==> config.mk <==
export PLATFORM = sky130hd
export DESIGN_NAME = pdm_boxcar_decimator
export DESIGN_NICKNAME = d
export VERILOG_FILES = /design/src/rtl/pdm_boxcar_decimator.sv
export SDC_FILE = /design/constraint.sdc
export NUM_CORES = 1
export LEC_CHECK = 0
export CORE_ASPECT_RATIO = 0.5
export CORE_MARGIN = 2
export CORE_UTILIZATION = 45
export CTS_BUF_LIST = sky130_fd_sc_hd__clkbuf_2 sky130_fd_sc_hd__clkbuf_4 sky130_fd_sc_hd__clkbuf_8
export CTS_CLUSTER_SIZE = 30
export DETAILED_ROUTE_END_ITERATION = 10
export PLACE_DENSITY = 0.59
export SLEW_MARGIN = 20
export SYNTH_ARGS = -nofsm -noshare
export SYNTH_HDL_FRONTEND = slang
export SYNTH_SLANG_ARGS = --single-unit
==> constraint.sdc <==
create_clock -name clk -period 14.41 [get_ports clk]
set_input_delay 2.882 -clock clk [delete_from_list [all_inputs] [get_ports clk]]
set_output_delay 2.882 -clock clk [all_outputs]
set_load 0.05 [all_outputs]
==> src/rtl/pdm_boxcar_decimator.sv <==
// Boxcar (ones-count) decimator for a NUM_ROWS x NUM_COLS PDM microphone array.
// Each completed block is copied to a shadow bank and streamed out one channel per beat.
module pdm_boxcar_decimator #(
  parameter int NUM_ROWS  = 5,
  parameter int NUM_COLS  = 8,
  parameter int DEC_WIDTH = 8,
  parameter int NUM_CH    = NUM_ROWS * NUM_COLS,
  parameter int CH_WIDTH  = $clog2(NUM_CH)
) (
  input  logic                               clk,
  input  logic                               reset_n,
  input  logic                               enable,
  input  logic                               sample_stb,
  input  logic [NUM_COLS-1:0][NUM_ROWS-1:0]  in_data,
  input  logic [DEC_WIDTH-1:0]               decim,
  output logic                               out_valid,
  input  logic                               out_ready,
  output logic [DEC_WIDTH-1:0]               out_data,
  output logic [CH_WIDTH-1:0]                out_chan,
  output logic                               out_sop,
  output logic                               out_eop,
  output logic                               overrun,
  input  logic                               clear_overrun
);

  typedef enum logic {IDLE, SEND} state_t;

  state_t               state, state_next;
  logic [CH_WIDTH-1:0]  idx, idx_next;

  logic [DEC_WIDTH-1:0] acc     [NUM_CH];
  logic [DEC_WIDTH-1:0] acc_sum [NUM_CH];
  logic [DEC_WIDTH-1:0] shadow  [NUM_CH];

  logic [DEC_WIDTH-1:0] frame_cnt, frame_cnt_inc, active_decim, eff_decim;
  logic                 shadow_full;
  logic                 stb_accept, block_done, beat_accept, last_beat;
  logic                 shadow_load, block_drop;

  // A block is open whenever frame_cnt is non-zero; only then is the latched length used.
  assign eff_decim     = (frame_cnt == '0) ? decim : active_decim;
  assign stb_accept    = enable && sample_stb && (eff_decim != '0);
  assign frame_cnt_inc = frame_cnt + DEC_WIDTH'(1);
  assign block_done    = stb_accept && (frame_cnt_inc == eff_decim);

  assign beat_accept   = (state == SEND) && out_ready;
  assign last_beat     = beat_accept && (idx == CH_WIDTH'(NUM_CH - 1));
  assign shadow_load   = block_done && (!shadow_full || last_beat);
  assign block_drop    = block_done && !shadow_load;

  always_comb begin
    for (int c = 0; c < NUM_COLS; c++) begin
      for (int r = 0; r < NUM_ROWS; r++) begin
        acc_sum[c*NUM_ROWS + r] = acc[c*NUM_ROWS + r] + DEC_WIDTH'(in_data[c][r]);
      end
    end
  end

  always_ff @(posedge clk or negedge reset_n) begin
    if (!reset_n) begin
      frame_cnt    <= '0;
      active_decim <= '0;
      for (int ch = 0; ch < NUM_CH; ch++) acc[ch] <= '0;
    end else if (!enable) begin
      frame_cnt    <= '0;
      active_decim <= '0;
      for (int ch = 0; ch < NUM_CH; ch++) acc[ch] <= '0;
    end else if (stb_accept) begin
      active_decim <= eff_decim;
      if (block_done) begin
        frame_cnt <= '0;
        for (int ch = 0; ch < NUM_CH; ch++) acc[ch] <= '0;
      end else begin
        frame_cnt <= frame_cnt_inc;
        for (int ch = 0; ch < NUM_CH; ch++) acc[ch] <= acc_sum[ch];
      end
    end
  end

  // NOTE: the shadow bank is plain storage with no reset; out_data is forced to zero
  // whenever out_valid is low, so its power-up contents are never visible.
  always_ff @(posedge clk) begin
    if (shadow_load) begin
      for (int ch = 0; ch < NUM_CH; ch++) shadow[ch] <= acc_sum[ch];
    end
  end

  always_ff @(posedge clk or negedge reset_n) begin
    if (!reset_n) begin
      shadow_full <= 1'b0;
      overrun     <= 1'b0;
      state       <= IDLE;
      idx         <= '0;
    end else begin
      if (shadow_load)    shadow_full <= 1'b1;
      else if (last_beat) shadow_full <= 1'b0;

      // A drop in the same cycle as a clear wins, so no overrun event is lost.
      if (block_drop)         overrun <= 1'b1;
      else if (clear_overrun) overrun <= 1'b0;

      state <= state_next;
      idx   <= idx_next;
    end
  end

  // NOTE: every signal written here gets a default first so no latch can be inferred.
  always_comb begin
    state_next = state;
    idx_next   = idx;
    case (state)
      IDLE: begin
        if (shadow_full) begin
          state_next = SEND;
          idx_next   = '0;
        end
      end
      SEND: begin
        if (last_beat) begin
          idx_next   = '0;
          state_next = shadow_load ? SEND : IDLE;
        end else if (beat_accept) begin
          idx_next = idx + CH_WIDTH'(1);
        end
      end
      default: begin
        state_next = IDLE;
        idx_next   = '0;
      end
    endcase
  end

  assign out_valid = (state == SEND);
  assign out_data  = out_valid ? shadow[idx] : '0;
  assign out_chan  = idx;
  assign out_sop   = out_valid && (idx == '0);
  assign out_eop   = out_valid && (idx == CH_WIDTH'(NUM_CH - 1));

endmodule

# == Yosys cells after proc, flatten, opt, wreduce, memory -nomap -nowiden ==
# Memories as Yosys holds them, arrays and structs flattened.
# Index checks and enable logic that the tools add are counted.
# op_classes
addsub,42
n_eq_ne,5
muxes,23
bitwise,1
n_reduce_logical,18
# op_table
operator,n
$mux W320,3
$add A8 B1 Y8,40
$mux W8,7
$mux W6,3
$pmux W6 S2,1
$logic_and A1 B1 Y1,9
$add A8 B1 Y8 const B,1
$eq A8 B8 Y1,1
$logic_not A8 Y1,1
$mux W1,8
$reduce_bool A8 Y1,1
$add A6 B1 Y6 const B,1
$eq A6 B6 Y1 const B,1
$logic_not A6 Y1,1
$reduce_bool A2 Y1,2
$ne A3 B1 Y1 const B,1
$logic_not A1 Y1,2
$ne A2 B1 Y1 const B,1
$ne A2 B2 Y1 const B,1
$pmux W1 S2,1
$reduce_and A2 Y1,1
$logic_or A1 B1 Y1,1
$not A1 Y1,1
# totals
ff_bits,345
ram_bits,320
input_bits,54
output_inout_bits,18
wordCells,136
mem_count,1
# memory_table
name,depth,width,rd,rd_ports_with_merged_regs,write_ports,line,source
shadow,40,8,1,0,40,33,logic [DEC_WIDTH-1:0] shadow [NUM_CH];

# == Longest topological paths before layout ==
# Gate-level depths: netlist of the first run.
# depth
ltp_word,9
mapped_depth,13
depth_no_buf,9

# == Worst setup path before layout of the first run ==
# No wires, ideal clock.
# synth_path
path_type,input -> register
start,input decim[6]
end,memory shadow[0][0] (enable)
setup_ns,0.725
arrival_ns,11.385
required_time_ns,13.685
path_slack_ns,2.300
cell_stages,8
path_buffers,3
path_cell_list,and3_1 > o211a_1 > nor4_2 > and4_1 > buf_6 > buf_12 > buf_6 > and3_1
# synth_lines
item,line,source
"start, declared",15,"input logic [DEC_WIDTH-1:0] decim,"
"end, declared",33,

# == Final worst setup path of the first run ==
# layout_path
start,register idx[0] (netlist: out_chan[0])
end,output out_data[3]
# layout_via
elab_chain_cells,2
# layout_rtl
item,line,source
"start, declared",29,"logic [CH_WIDTH-1:0] idx, idx_next;"
"start signal, assigned",103,idx <= idx_next;
$mem_v2 Z40 W8,n/a,
$mux W8,134,assign out_data = out_valid ? shadow[idx] : '0;
"end, declared",18,"output logic [DEC_WIDTH-1:0] out_data,"
# Every way passes these cells.

==> flow_summary_export.csv, run 1 <==
group,metric,value,unit
run_status,status,"completed",
power_and_ir_drop,p_leak,0.0143,uW
timing,rsz0062_at_grt,"false",
worst_setup_path,setup.worst_path.start,"out_chan[0]$_DFFE_PN0P_",
clocking,cts_setup_buffers,0,
die,top_level_ports,72,
grt,antenna_found_initial,2,
worst_setup_path,arrival,4.50,ns
yosys,yosysSeqAreaShare,0.571,
timing,hold_ws,0.518,ns
yosys,synthTopCellsByArea,"edfxtp_1 (30%), dfrtp_1 (27%), mux4_2 (6.8%)",
cells_and_area,nets,2883,
place,gp_congestion,0.851,
cells_and_area,fillerInstances,6111,
clocking,numCtsBuffers,98,
timing,drv_slew,0,
die,core_area,69600,um2
clocking,cts_buffer_depth,3,
worst_setup_path,worstPathMaxFanout,37,
drt,wl,79700,um
power_and_ir_drop,max-vdd-ir-drop,79.3,uV
worst_setup_path,cp.required,11.53,ns
cells_and_area,n_antenna_cell,0,
timing,min_period,7.39,ns
worst_setup_path,worst-setup-path-type,"reg2out",
cells_and_area,regArea,18300,um2
drt,dr.first_iter.drc_count,1985,
clocking,cts_hold_buf,0,
worst_setup_path,r2r_setup_slack,9.30,ns
worst_setup_path,r2r_end,"shadow[38][6]$_DFFE_PP_",
drt,viasPerCell,5.66,
hold_path,worstHoldPathType,"reg2reg",
worst_setup_path,end_kind,"primary output",
grt,grtUsageTotal,0.221,
yosys,async_flop_share,0.519,
timing,max_freq,135,MHz
drt,ant_nets,0,
drt,wl_per_cell,21.1,um
cells_and_area,drive_above_1_share,0.119,
grt,overflow,0,
cells_and_area,area_delta_synth_final,10.7,%
die,die_x,381,um
drt,drc,0,
grt,grt_pass1_vias,21000,
yosys,synth_edf_count,320,
cells_and_area,layout_common_cells,"nand3_1 (415), nand2_1 (380), dfrtp_1 (343)",
grt,grt_pass1_wl,125000,um
timing,finalSetupTns,0,ns
drt,vias,21300,
place,placed_area,33200,um2
die,dieArea,73200,um2
yosys,syn_nets,2863,
timing,setup_viol,0,
timing,skew,0.0297,ns
yosys,synth_top_area_frac,0.301,
yosys,yosysTopAreaCell,"edfxtp_1",
worst_setup_path,r2r-start,"frame_cnt[4]$_DFFE_PN0P_",
yosys,synth_ff_type,"dfrtp_1",
worst_setup_path,endpoint,"out_data[3]",
cells_and_area,stdcell_area,35300,um2
place,dpl.hpwl,47200,um
yosys,synth_warnings,0,
clocking,clk_pin_slew_worst_paths,0.06,ns
power_and_ir_drop,powerDensity,122,nW/um2
cells_and_area,multi_input_area,12800,um2
worst_setup_path,ff2ff_path_depth,8,
yosys,synth_seq_cells,665,
flow_run,cap_violations,0,
yosys,ys_types,55,
clocking,h-tree-depth,3,
clocking,cts_tree,"built",
timing,fin_crit_sh,0.513,
clocking,post_cts_resized,0,
timing,final-hold-violation-count,0,
place,portBuffers,71,
timing,tightest_slew,1.27,ns
yosys,syn_inst,2725,
worst_setup_path,cp-start-kind,"flip-flop",
die,start_util,0.459,
cells_and_area,final_common_cell,"nand3_1",
yosys,syn_area_per_cell,11.7,um2
timing,relSlewSlack,0.155,
yosys,syn_area,31900,um2
clocking,clock-sinks,665,
die,dieHeight,192,um
clocking,root_buffer,"clkbuf_8",
clocking,clk_latency,0.73,ns
grt,grt_max_degree,187,
drt,drtPass1Iterations,5,
die,rows,68,
## cells by family (layout without fill, tap and decap cells)
| family | count (synthesis) | in the layout | synth area share |
|---|---|---|---|
| buffers and inverters | 186 | 287 | 0.0271 |
| AO/OA/AOI/OAI | 426 | 426 | 0.0838 |
| flip-flops | 665 | 665 | 0.571 |
| XOR/XNOR | 246 | 246 | 0.0675 |
| adder cells (fa/ha/maj) | 84 | 84 | 0.0329 |
| AND/OR/NAND/NOR | 1012 | 1012 | 0.146 |
| multiplexers | 106 | 106 | 0.0709 |
## flip-flops by register name (all words and copies together) (netlist names)
signal,count
shadow,320
out_chan,6
active_decim,8
out_valid,1
frame_cnt,8
overrun,1
acc,320
shadow_full,1
## final cells by class
class,instances,area share
sequential,665,0.516
multi-input combinational,1874,0.364
clock buffer,154,0.0536
tap,945,0.0335
inverter,9,0.000956
clock inverter,27,0.00471
timing repair buffer,97,0.0272
## worst max-delay path, stage by stage (launching register included)
cell	delay [ns]
dfrtp_4	0.68
buf_4	0.64
mux4_2	0.61
mux4_2	0.52
nor2b_1	0.16
a211oi_1	0.25
a211oi_1	0.13
clkdlybuf4s50_1	0.78
## where the power goes
part / leakage [uW] / total, uW / internal (uW) / switching, uW
Combinational: 0.00513 / 610 / 218 / 391
Clock: 0.00110 / 1610 / 841 / 767
Sequential: 0.00807 / 2110 / 2040 / 63.8
## synthesized netlist by cell type (all sizes together) (2+ instances only)
library cell  number
o21ai            291
nand4              2
a211oi            20
dfrtp            345
nor4               8
buf               46
and3              44
a21boi             3
xor2             121
nand2            382
inv                9
o31ai             47
o32ai              2
edfxtp           320
a21oi              3
o211a              2
mux4              96
xnor2            125
a22o              48
clkbuf           131
mux2i              9
ha                84
a21o               2
nand2b             4
nand3            416
nor2              88
nor3               6
o21a               2
o22ai              2
nand4b             2
nor2b             53
## how the worst min path moves through the flow
| stage | from | to | slack [ns] | cells past startpoint |
|---|---|---|---|---|
| after CTS | acc[40]$_DFFE_PN0P_ | acc[40]$_DFFE_PN0P_ | 0.52 | 2 |
| after global routing | acc[40]$_DFFE_PN0P_ | acc[40]$_DFFE_PN0P_ | 0.54 | 2 |
| after floorplan | acc[0]$_DFFE_PN0P_ | acc[0]$_DFFE_PN0P_ | 0.48 | 2 |
| after detailed placement | acc[40]$_DFFE_PN0P_ | acc[40]$_DFFE_PN0P_ | 0.51 | 2 |
| final | acc[240]$_DFFE_PN0P_ | acc[240]$_DFFE_PN0P_ | 0.52 | 2 |
| after global placement | acc[304]$_DFFE_PN0P_ | acc[304]$_DFFE_PN0P_ | 0.50 | 2 |
## routing by layer
metal,track usage,up-vias,part of all wire
met4,0.0550,2,0.017
met3,0.0521,86,0.074
met2,0.326,624,0.44
li1,-,9938,-
met5,0,-,0.00019
met1,0.331,10700,0.47
## per-stage QoR
step                setup slack (ns)  std cells  power [uW]  utilization
CTS                             6.30       3770        4360        0.507
global route                    6.71       3771        4510        0.508
global placement                7.19       3589        2740        0.478
detailed placement              7.10       3589        2750        0.478
floorplan                       2.30       2725        2540            -
finish                          7.02       3771        4320        0.508
No activity file was read; power rests on OpenSTA's default activity.
==> inputs of run 2 (changes only) <==
==> constraint.sdc (replaced) <==
create_clock -name clk -period 7.3 [get_ports clk]
set_input_delay 1.46 -clock clk [delete_from_list [all_inputs] [get_ports clk]]
set_output_delay 1.46 -clock clk [all_outputs]
set_load 0.05 [all_outputs]
==> flow_summary_export.csv, run 2 (synthesis gave the netlist of run 1 again) <==
group,metric,value,unit
clocking,cts_setup_buffers,0,
worst_setup_path,end_kind,"primary output",
cells_and_area,nets,2886,
cells_and_area,final_common_cell,"nand3_1",
worst_setup_path,cp-start-kind,"flip-flop",
flow_run,cap_violations,0,
cells_and_area,area_delta_synth_final,11.2,%
timing,rsz0062_at_grt,"false",
grt,grtUsageTotal,0.231,
die,rows,68,
drt,vias,21600,
cells_and_area,stdcell_area,35500,um2
hold_path,worstHoldPathType,"reg2reg",
grt,antenna_found_initial,1,
power_and_ir_drop,p_sw_frac,0.283,
clocking,cts_tree,"built",
clocking,numCtsBuffers,98,
place,gp_congestion,0.855,
clocking,clk_latency,0.78,ns
power_and_ir_drop,p_leak,0.0144,uW
timing,max_freq,172,MHz
timing,min_period,5.80,ns
worst_setup_path,cp.required,5.84,ns
place,placed_area,33400,um2
power_and_ir_drop,power.total,8660,uW
cells_and_area,drive_above_1_share,0.122,
die,start_util,0.459,
die,dieArea,73200,um2
power_and_ir_drop,p_seq_frac,0.483,
power_and_ir_drop,power_switching,2450,uW
clocking,root_buffer,"clkbuf_8",
die,top_level_ports,72,
die,dieHeight,192,um
worst_setup_path,setup.worst_path.start,"out_chan[0]$_DFFE_PN0P_",
worst_setup_path,r2r-start,"frame_cnt[0]$_DFFE_PN0P_",
drt,viasPerCell,5.72,
cells_and_area,top_regs,"acc: 320 flops, shadow: 320 flops",
clocking,cts_hold_buf,0,
drt,wl_per_cell,22.0,um
timing,tightest_slew,1.12,ns
grt,grt_pass1_wl,130000,um
clocking,h-tree-depth,3,
power_and_ir_drop,pwr-share-comb,0.137,
cells_and_area,layout_common_cells,"nand3_1 (415), nand2_1 (380), dfrtp_1 (343)",
clocking,clock-sinks,665,
timing,skew,0.0485,ns
cells_and_area,fillerInstances,6151,
clocking,clk_pin_slew_worst_paths,0.06,ns
worst_setup_path,arrival,4.34,ns
place,dpl.hpwl,50400,um
die,die_x,381,um
worst_setup_path,worst-setup-path-type,"reg2out",
place,portBuffers,71,
run_status,status,"completed",
clocking,post_cts_resized,0,
drt,ant_nets,0,
clocking,cts_buffer_depth,3,
drt,dr.first_iter.drc_count,2062,
drt,drtPass1Iterations,5,
timing,final-hold-violation-count,0,
worst_setup_path,worstPathMaxFanout,37,
grt,grt_max_degree,140,
drt,drc,0,
timing,relSlewSlack,0.255,
power_and_ir_drop,max-vdd-ir-drop,137,uV
timing,setup_viol,0,
timing,finalSetupTns,0,ns
grt,overflow,0,
cells_and_area,multi_input_area,12800,um2
die,core_area,69600,um2
power_and_ir_drop,powerDensity,244,nW/um2
cells_and_area,regArea,18300,um2
power_and_ir_drop,internal_power,6200,uW
hold_path,min_from,"acc[264]$_DFFE_PN0P_",
timing,drv_slew,0,
power_and_ir_drop,power.share.clock,0.380,
grt,grt_pass1_vias,21000,
timing,fin_crit_sh,0.795,
drt,wl,83300,um
==> run 2: metal layers <==
layer  up-vias  global-route usage  wire length (um)
met5         -                   0                 0
li1       9966                   -                 -
met2       622               0.346             37100
met4         0              0.0569              1550
met3       103              0.0440              5230
met1     10900               0.346             39500
==> run 2: worst paths after layout <==
check,cells after the start,slack (ns),endpoint
min reg2reg,2,0.52,acc[264]$_DFFE_PN0P_
min in group asynchronous,1,0.71,acc[95]$_DFFE_PN0P_
min,2,0.52,acc[264]$_DFFE_PN0P_
max,6,1.50,out_data[6]
max in group asynchronous,2,4.90,out_chan[0]$_DFFE_PN0P_
max reg2reg,11,3.07,acc[65]$_DFFE_PN0P_
==> run 2: stage by stage <==
| step | utilization | cells | hold WS, ns | worst slack, ns |
|---|---|---|---|---|
| floorplan | - | 2725 | 0.482 | 0.296 |
| global placement | 0.479 | 3593 | 0.495 | 2.23 |
| detailed placement | 0.479 | 3593 | 0.505 | 2.19 |
| finish | 0.510 | 3781 | 0.515 | 1.50 |
| global route | 0.510 | 3781 | 0.543 | 1.21 |
| CTS | 0.510 | 3778 | 0.520 | 1.36 |
==> run 2: area by class of cell <==
class,instances,share of cell area
flip-flops and latches,665,0.514
multi-input cells,1874,0.362
clock buffers,158,0.0546
well taps,945,0.0333
repair buffers,100,0.0297
clock inverters,27,0.00564
inverters,9,0.000952
diodes,3,0.000211
==> run 2: worst max-delay path, cell delays in order, from the launching register on <==
cell and delay, ns:
dfrtp_4 0.93, buf_12 0.35, mux4_2 0.54, mux4_2 0.56, a211oi_1 0.27, a211oi_1 0.13, clkdlybuf4s50_1 0.77
==> run 2: power groups by stage <==
stage	Sequential [uW]	Clock [uW]	Combinational (uW)
after floorplan	4180	0	825
after global placement	4250	0	1170
after detailed placement	4260	0	1190
after CTS	4180	3360	1190
after global routing	4200	3540	1280
final	4180	3290	1190
==> inputs of run 3 (changes only) <==
==> constraint.sdc (replaced) <==
create_clock -name clk -period 5.55 [get_ports clk]
set_input_delay 1.11 -clock clk [delete_from_list [all_inputs] [get_ports clk]]
set_output_delay 1.11 -clock clk [all_outputs]
set_load 0.05 [all_outputs]
==> flow_summary_export.csv, run 3 (synthesis gave the netlist of run 1 again) <==
group,metric,value,unit
run_status,status,"completed",
worst_setup_path,cp_top_family,"flip-flops",
place,placed_area,33500,um2
grt,antenna_found_initial,0,
die,dieHeight,192,um
die,die_x,381,um
worst_setup_path,ff2ff_path_depth,6,
timing,max_freq,191,MHz
timing,rsz0062_at_grt,"false",
clocking,cts_tree,"built",
drt,viasPerCell,5.73,
timing,relSlewSlack,0.334,
drt,ant_nets,0,
clocking,clk_pin_slew_worst_paths,0.07,ns
grt,grt_pass1_wl,128000,um
cells_and_area,top_regs,"acc: 320 flops, shadow: 320 flops",
cells_and_area,stdcell_area,35600,um2
timing,tightest_slew,0.998,ns
timing,setup_viol,0,
cells_and_area,n_antenna_cell,0,
place,dp_slack,1.04,ns
grt,grt_use_met3,0.0423,
clocking,numCtsBuffers,98,
place,gp_congestion,0.875,
timing,finalSetupTns,0,ns
worst_setup_path,path_cells,"mux4_2 -> mux4_2 -> nor2b_1 -> a211oi_1 -> a211oi_1 -> clkdlybuf4s50_1",
die,top_level_ports,72,
cells_and_area,area_delta_synth_final,11.6,%
grt,top_usage_layer,"met2",
grt,grt_max_degree,174,
worst_setup_path,cp-start-kind,"flip-flop",
drt,vias,21700,
clocking,cts_buffer_depth,3,
worst_setup_path,arrival,4.11,ns
cells_and_area,nets,2892,
grt,grtUsageTotal,0.228,
clocking,clk_latency,0.72,ns
cells_and_area,layout_common_cells,"nand3_1 (415), nand2_1 (380), dfrtp_1 (343)",
grt,overflow,0,
timing,fin_crit_sh,0.941,
cells_and_area,fillerInstances,6128,
timing,drv_slew,0,
die,core_area,69600,um2
timing,skew,0.0424,ns
flow_run,cap_violations,0,
worst_setup_path,r2r_setup_slack,1.45,ns
place,placed_cells_incl_taps,3599,
cells_and_area,instances_no_fill,3785,
clocking,root_buffer,"clkbuf_8",
timing,final-hold-violation-count,0,
worst_setup_path,worst_path_largest_cell_delay,1.01,ns
worst_setup_path,r2r-start,"out_chan[1]$_DFFE_PN0P_",
power_and_ir_drop,powerDensity,319,nW/um2
clocking,cts_hold_buf,0,
drt,dr.first_iter.drc_count,2263,
grt,grt_pass1_vias,20900,
timing,min_period,5.22,ns
clocking,clock-sinks,665,
cells_and_area,drive_above_1_share,0.125,
place,portBuffers,71,
worst_setup_path,cp_slowest_cell,"dfrtp_4",
worst_setup_path,critPathBufInv,1,
worst_setup_path,cp.required,4.44,ns
clocking,h-tree-depth,3,
grt,grt_use_met1,0.342,
power_and_ir_drop,p_leak,0.0144,uW
drt,wl_per_cell,21.9,um
grt,met2_usage,0.343,
clocking,post_cts_resized,0,
worst_setup_path,worstPathMaxFanout,66,
cells_and_area,final_common_cell,"nand3_1",
die,dieArea,73200,um2
die,start_util,0.459,
power_and_ir_drop,max-vdd-ir-drop,254,uV
worst_setup_path,end_kind,"primary output",
worst_setup_path,r2r_end,"shadow[18][6]$_DFFE_PP_",
timing,setup_ws,0.325,ns
power_and_ir_drop,power.total,11400,uW
worst_setup_path,worst-setup-path-type,"reg2out",
hold_path,worstHoldPathType,"in2async",
clocking,cts_setup_buffers,0,
place,dpl.hpwl,51600,um
die,rows,68,
drt,drc,0,
drt,drtPass1Iterations,5,
drt,wl,83100,um
==> run 3: cell type report <==
cell class                 count  area [um2]  share of cell area
clock buffer                 157        1900              0.0533
clock inverter                29         228             0.00639
inverter                       9        33.8            0.000948
multi-input combinational   1874       12800               0.360
sequential                   665       18300               0.512
tap                          945        1180              0.0332
timing repair buffer         106        1200              0.0336
==> run 3: worst max-delay path by stage <==
stage / cells after the start / endpoint / startpoint
4_1_cts: 6 / out_data[1] / out_chan[1]$_DFFE_PN0P_
3_3_place_gp: 6 / out_data[1] / out_chan[1]$_DFFE_PN0P_
5_1_grt: 6 / out_data[1] / out_chan[1]$_DFFE_PN0P_
3_5_place_dp: 6 / out_data[1] / out_chan[1]$_DFFE_PN0P_
2_1_floorplan: 8 / shadow[0][0]$_DFFE_PP_ / decim[6]
6_report: 6 / out_data[2] / out_chan[1]$_DFFE_PN0P_
==> run 3: where the power goes <==
group / internal (uW) / switching [uW] / total [uW] / leakage (uW)
clock: 2280 / 2010 / 4290 / 0.00114
combinational: 596 / 963 / 1560 / 0.00523
sequential: 5300 / 210 / 5510 / 0.00807
==> run 3: per-layer routing <==
metal	routed length, um	vias to the layer above
li1	-	9972
met1	39100	11000
met2	36900	587
met3	5160	115
met4	1840	0
met5	0	-
==> run 3: metrics by stage <==
| stage | hold WS [ns] | util |
|---|---|---|
| 3_5_place_dp | 0.504 | 0.481 |
| 5_1_grt | 0.418 | 0.512 |
| 4_1_cts | 0.350 | 0.512 |
| 2_1_floorplan | 0.482 | - |
| 3_3_place_gp | 0.496 | 0.481 |
| 6_report | 0.370 | 0.512 |
